<file path="src/rtl/instr_fetch_unit_if.sv">
// Fetch-stage bus: instruction memory read port, decode handshake and redirect.
// master = fetch unit, slave = memory/decode/branch side.
interface instr_fetch_unit_if;
    logic [31:0] mem_addr;
    logic [31:0] mem_q;
    logic [7:0]  ir;
    logic [31:0] ir_pc;
    logic        ir_valid;
    logic        ir_ready;
    logic        br_taken;
    logic [31:0] br_target;
    logic        halted;
    logic [15:0] fetch_count;

    modport master (
        output mem_addr, ir, ir_pc, ir_valid, halted, fetch_count,
        input  mem_q, ir_ready, br_taken, br_target
    );

    modport slave (
        input  mem_addr, ir, ir_pc, ir_valid, halted, fetch_count,
        output mem_q, ir_ready, br_taken, br_target
    );
endinterface

</file>
<file path="src/rtl/instr_fetch_unit.sv">
// Fetch stage: owns the PC, reads one instruction byte per cycle into ir and
// offers it to decode over valid/ready; branches redirect, a halt byte stops fetch.
//
// state   | meaning
// RUN     | fetching whenever the instruction register has a load slot
// HALTED  | halt byte fetched; PC frozen until a taken branch
module instr_fetch_unit #(
    parameter logic [31:0]     RESET_PC    = 32'd0,
    parameter longint unsigned MEM_DEPTH   = 256,
    parameter logic [7:0]      HALT_OPCODE = 8'hFF
) (
    input  logic                Clock,
    input  logic                Reset,
    instr_fetch_unit_if.master  bus
);
    // MEM_DEPTH is a power of two, so modulo reduces to a mask (all ones at 2^32).
    localparam logic [31:0] PC_MASK = 32'(MEM_DEPTH - 64'd1);

    typedef enum logic {RUN, HALTED} state_t;

    state_t      state_q, state_d;
    logic [31:0] pc_q, pc_d;
    logic [7:0]  ir_q, ir_d;
    logic [31:0] ir_pc_q, ir_pc_d;
    logic        ir_valid_q, ir_valid_d;
    logic [15:0] fetch_count_q, fetch_count_d;
    logic        handshake;
    logic        load_slot;
    logic        unused_mem_hi;

    assign handshake     = ir_valid_q & bus.ir_ready;
    assign load_slot     = ~ir_valid_q | bus.ir_ready;
    assign unused_mem_hi = ^bus.mem_q[31:8];

    always_comb begin
        state_d       = state_q;
        pc_d          = pc_q;
        ir_d          = ir_q;
        ir_pc_d       = ir_pc_q;
        ir_valid_d    = ir_valid_q;
        fetch_count_d = fetch_count_q;

        if (handshake && fetch_count_q != 16'hFFFF)
            fetch_count_d = fetch_count_q + 16'd1;

        if (bus.br_taken) begin
            // Flush edge only; the target byte is fetched on the following edge.
            pc_d       = bus.br_target & PC_MASK;
            ir_valid_d = 1'b0;
            state_d    = RUN;
        end else if (state_q == RUN) begin
            if (load_slot) begin
                ir_d       = bus.mem_q[7:0];
                ir_pc_d    = pc_q;
                ir_valid_d = 1'b1;
                if (bus.mem_q[7:0] == HALT_OPCODE)
                    state_d = HALTED;
                else
                    pc_d = (pc_q + 32'd1) & PC_MASK;
            end
        end else begin
            if (handshake)
                ir_valid_d = 1'b0;
        end
    end

    always_ff @(posedge Clock) begin
        if (Reset) begin
            state_q       <= RUN;
            pc_q          <= RESET_PC & PC_MASK;
            ir_q          <= 8'd0;
            ir_pc_q       <= 32'd0;
            ir_valid_q    <= 1'b0;
            fetch_count_q <= 16'd0;
        end else begin
            state_q       <= state_d;
            pc_q          <= pc_d;
            ir_q          <= ir_d;
            ir_pc_q       <= ir_pc_d;
            ir_valid_q    <= ir_valid_d;
            fetch_count_q <= fetch_count_d;
        end
    end

    assign bus.mem_addr    = pc_q;
    assign bus.ir          = ir_q;
    assign bus.ir_pc       = ir_pc_q;
    assign bus.ir_valid    = ir_valid_q;
    assign bus.halted      = (state_q == HALTED);
    assign bus.fetch_count = fetch_count_q;
endmodule

</file>
<file path="src/flat_wrapper.sv">
// flat-port wrapper written by rule: the top's interface ports become plain ports
module instr_fetch_unit_flat 
#(
    parameter logic [31:0]     RESET_PC    = 32'd0,
    parameter longint unsigned MEM_DEPTH   = 256,
    parameter logic [7:0]      HALT_OPCODE = 8'hFF
)
  (Clock, Reset, bus_mem_addr, bus_ir, bus_ir_pc, bus_ir_valid, bus_halted, bus_fetch_count, bus_mem_q, bus_ir_ready, bus_br_taken, bus_br_target);
  instr_fetch_unit_if bus_i ();
  input  logic Clock;
  input  logic Reset;
  output wire logic [$bits(bus_i.mem_addr)-1:0] bus_mem_addr;
  output wire logic [$bits(bus_i.ir)-1:0] bus_ir;
  output wire logic [$bits(bus_i.ir_pc)-1:0] bus_ir_pc;
  output wire logic [$bits(bus_i.ir_valid)-1:0] bus_ir_valid;
  output wire logic [$bits(bus_i.halted)-1:0] bus_halted;
  output wire logic [$bits(bus_i.fetch_count)-1:0] bus_fetch_count;
  input wire logic [$bits(bus_i.mem_q)-1:0] bus_mem_q;
  input wire logic [$bits(bus_i.ir_ready)-1:0] bus_ir_ready;
  input wire logic [$bits(bus_i.br_taken)-1:0] bus_br_taken;
  input wire logic [$bits(bus_i.br_target)-1:0] bus_br_target;
  assign bus_mem_addr = bus_i.mem_addr;
  assign bus_ir = bus_i.ir;
  assign bus_ir_pc = bus_i.ir_pc;
  assign bus_ir_valid = bus_i.ir_valid;
  assign bus_halted = bus_i.halted;
  assign bus_fetch_count = bus_i.fetch_count;
  assign bus_i.mem_q = bus_mem_q;
  assign bus_i.ir_ready = bus_ir_ready;
  assign bus_i.br_taken = bus_br_taken;
  assign bus_i.br_target = bus_br_target;
  instr_fetch_unit #(.RESET_PC(RESET_PC), .MEM_DEPTH(MEM_DEPTH), .HALT_OPCODE(HALT_OPCODE)) u_core (.Clock(Clock), .Reset(Reset), .bus(bus_i));
endmodule
</file>
<file path="config.mk">
export PLATFORM = sky130hd
export DESIGN_NAME = instr_fetch_unit_flat
export DESIGN_NICKNAME = d
export VERILOG_FILES = /design/src/rtl/instr_fetch_unit_if.sv /design/src/rtl/instr_fetch_unit.sv /design/src/flat_wrapper.sv
export SDC_FILE = /design/constraint.sdc
export NUM_CORES = 1
export LEC_CHECK = 0
export BUFFER_PORTS_ARGS = -buffer_cell sky130_fd_sc_hd__buf_2
export CORE_AREA = 8 8 85 87
export CTS_CLUSTER_DIAMETER = 30
export DETAILED_ROUTE_END_ITERATION = 8
export DIE_AREA = 0 0 93 95
export PLACE_DENSITY = 0.86
export SLEW_MARGIN = 10
export SYNTH_ARGS = -nofsm -noshare
export SYNTH_HDL_FRONTEND = slang
export SYNTH_SLANG_ARGS = --single-unit
export TNS_END_PERCENT = 100
</file>
<file path="constraint.sdc">
create_clock -name Clock -period 2.1 [get_ports Clock]
set_input_delay 0.105 -clock Clock [delete_from_list [all_inputs] [get_ports Clock]]
set_output_delay 0.105 -clock Clock [all_outputs]
set_load 0.1 [all_outputs]
</file>
==> impl_metrics.py <==
metrics = {
    "yosys": {
        "synth_area_leaders": "dfxtp_1 (35%), buf_4 (15%), nand2_1 (6.1%)",
        "synth_area_sq_um": 2390,
        "yosys_most_used_dff": "dfxtp_1",
        "synth_top_area_frac": 0.352,
        "synth_seq_cells": 42,
        "yosys.area.top_type": "dfxtp_1",
        "syn_area_per_cell_sq_um": 8.21,
        "synth_edf_count": 0,
        "synth_common_cells": "buf_4 (48), dfxtp_1 (42), nand2_1 (39), a21oi_1 (27), nor2_1 (18)",
        "yosysWarnings": 0,
        "synth.distinct_cells": 47,
        "synthCells": 291,
        "yosysSeqAreaShare": 0.352,
        "async_flop_share": 0,
        "yosysMostFrequentCell": "buf_4",
    },
    "die": {
        "pin_count": 158,
        "fp.dieH_microns": 95,
        "die_x_microns": 93,
        "rows": 28,
        "core-area_sq_um": 5820,
        "initial_core_util": 0.411,
        "fp.dieArea_sq_um": 8840,
    },
    "sta": {
        "fin_crit_sh": 0.925,
        "setup_ws_ns": 0.157,
        "fin_skew_ns": 0.00835,
        "fmax_ghz": 0.515,
        "finalHoldViolations": 0,
        "setup_viol": 0,
        "fin_crit_ns": 1.94,
        "slew_headroom": 0.632,
        "slew_viol_final": 0,
        "rsz0062_at_grt": "no",
        "setup_tns_ns": 0,
        "worstMarginPinSlew_ns": 0.551,
    },
    "detailed_routing": {
        "dr.pass1.iters": 4,
        "vias_per_cell": 5.00,
        "ant_nets": 0,
        "wl_mm": 6.08,
        "drc": 0,
        "drt_iter0_markers": 50,
        "num_vias": 2125,
        "wire_per_inst_microns": 14.3,
    },
    "pwr": {
        "max-vdd-ir-drop_mv": 0.439,
        "p_per_area_nw_per_um2": 793,
        "power_leakage_uw": 0.00123,
    },
    "cts": {
        "clock_latency_ns": 0.31,
        "postCtsSetupBuffers": 0,
        "cts-root-buf": "clkbuf_8",
        "cts_max_path_buffers": 2,
        "post_cts_resized": 0,
        "cts_hold_buf": 0,
        "path_clk_slew_ns": 0.08,
        "tritoncts": "yes",
        "cts_buffers": 5,
        "cts.sinks": 42,
        "htree_levels": 2,
    },
    "place": {
        "dp_hpwl_mm": 4.66,
        "io_buffers": 61,
        "placed_cells": 417,
        "gp_congestion": 0.911,
        "dp_slack_ns": 0.203,
    },
    "global_routing": {
        "grt_use_total": 0.133,
        "grt_first_pass_wirelength_mm": 9.49,
        "antenna_found_initial": 0,
        "grt_max_degree": 27,
        "grt_overflow": 0,
        "grt_pass1_vias": 2034,
    },
    "layout": {
        "diodes": 0,
        "multi_input_area_sq_um": 1290,
        "nets": 419,
        "syn_to_final_growth_pct": 12.8,
        "fillers": 612,
        "ff_latch_area_sq_um": 870,
        "stdcell_count": 425,
        "drive_gt1_frac": 0.291,
    },
    "run": {
        "cap_violations": 0,
    },
    "worst_setup_path": {
        "crit_fanout": 7,
        "r2r_slack_ns": 0.16,
        "cp-end-kind": "flip-flop",
        "crit_arrival_ns": 2.13,
        "start_kind": "flip-flop",
        "worstPathRequired_ns": 2.29,
        "critical_path_class": "flip-flop to flip-flop",
    },
    "outcome": {
        "status": "finished clean",
    },
    "min_path": {
        "hp-class": "input port to flip-flop",
    },
}
report_power, final:
group | switching (uW) | leakage, uW | total (uW) | internal, uW
sequential | 28.2 | 0.000353 | 853 | 825
combinational | 683 | 0.000832 | 754 | 71.5
clock | 296 | 0.0000484 | 530 | 235
routing by layer:
metal | up-vias | GRT usage | share of wire
li1 | 1039 | - | -
met1 | 979 | 0.145 | 0.40
met2 | 97 | 0.228 | 0.49
met3 | 10 | 0.0476 | 0.098
met4 | 0 | 0.0564 | 0.014
met5 | - | 0 | 0
worst max-delay path, stage by stage (launching register included):
cell and delay, ns:
dfxtp_4 0.37, ha_1 0.23, nand4_1 0.14, or3_1 0.46
nor4_1 0.27, mux2_1 0.35
cell families after synthesis:
logic type,after synthesis,share of synthesized area
flops,42,0.352
compound gates,54,0.158
buf+inv,67,0.182
xor+xnor,2,0.00734
mux,11,0.0508
other cells,1,0.00157
simple gates,112,0.238
fa+ha+maj,2,0.0105
worst paths after layout:
check,startpoint,end,cells after the start
worst min register to register,u_core.bus.fetch_count[10],u_core.bus.fetch_count[10],1
worst max-delay path,u_core.bus.fetch_count[0],u_core.bus.fetch_count[12],5
worst min-delay path,bus_mem_q[2],u_core.bus.ir[2],3
worst max register to register,u_core.bus.fetch_count[0],u_core.bus.fetch_count[12],5
flip-flops by register name, summed over array words and instances (netlist names):
name and count:
u_core.bus.mem_addr 8, u_core.bus.ir 8, u_core.bus.fetch_count 16, u_core.bus.ir_valid 1, u_core.bus.halted 1, u_core.bus.ir_pc 8
cell type report:
type | count | share of cell area
Clock inverter | 3 | 0.00743
Inverter | 7 | 0.00975
Tap cell | 75 | 0.0348
Sequential cell | 42 | 0.323
Clock buffer | 5 | 0.0255
Multi-Input combinational cell | 229 | 0.478
Timing Repair Buffer | 64 | 0.122
layout by cell type (no fill, tap or decap), drive strengths merged, types with 2 or more instances in the layout:
| master | instances |
|---|---|
| a2111oi | 3 |
| a211oi | 7 |
| a21o | 2 |
| a21oi | 27 |
| a311oi | 2 |
| a31oi | 2 |
| and2 | 5 |
| and3 | 4 |
| and4 | 4 |
| buf | 64 |
| clkbuf | 5 |
| clkinv | 2 |
| conb | 48 |
| dfxtp | 42 |
| ha | 2 |
| inv | 8 |
| mux2 | 9 |
| mux2i | 2 |
| nand2 | 39 |
| nand3 | 9 |
| nand4 | 8 |
| nor2 | 18 |
| nor2b | 8 |
| nor3 | 4 |
| nor4 | 3 |
| o21ai | 3 |
| o41ai | 3 |
| or3 | 2 |
| or4 | 2 |
| xnor2 | 2 |
through the flow:
stage               hold slack [ns]  cell area, sq um  utilization  power, uW
floorplan                     0.241              2590            -       1610
global placement              0.356              2610        0.448       1620
detailed placement            0.363              2610        0.448       1620
CTS                          0.0390              2700        0.463       2150
global route                 0.0358              2700        0.463       2220
finish                       0.0439              2700        0.463       2140
(Power assumes the default switching activity.)
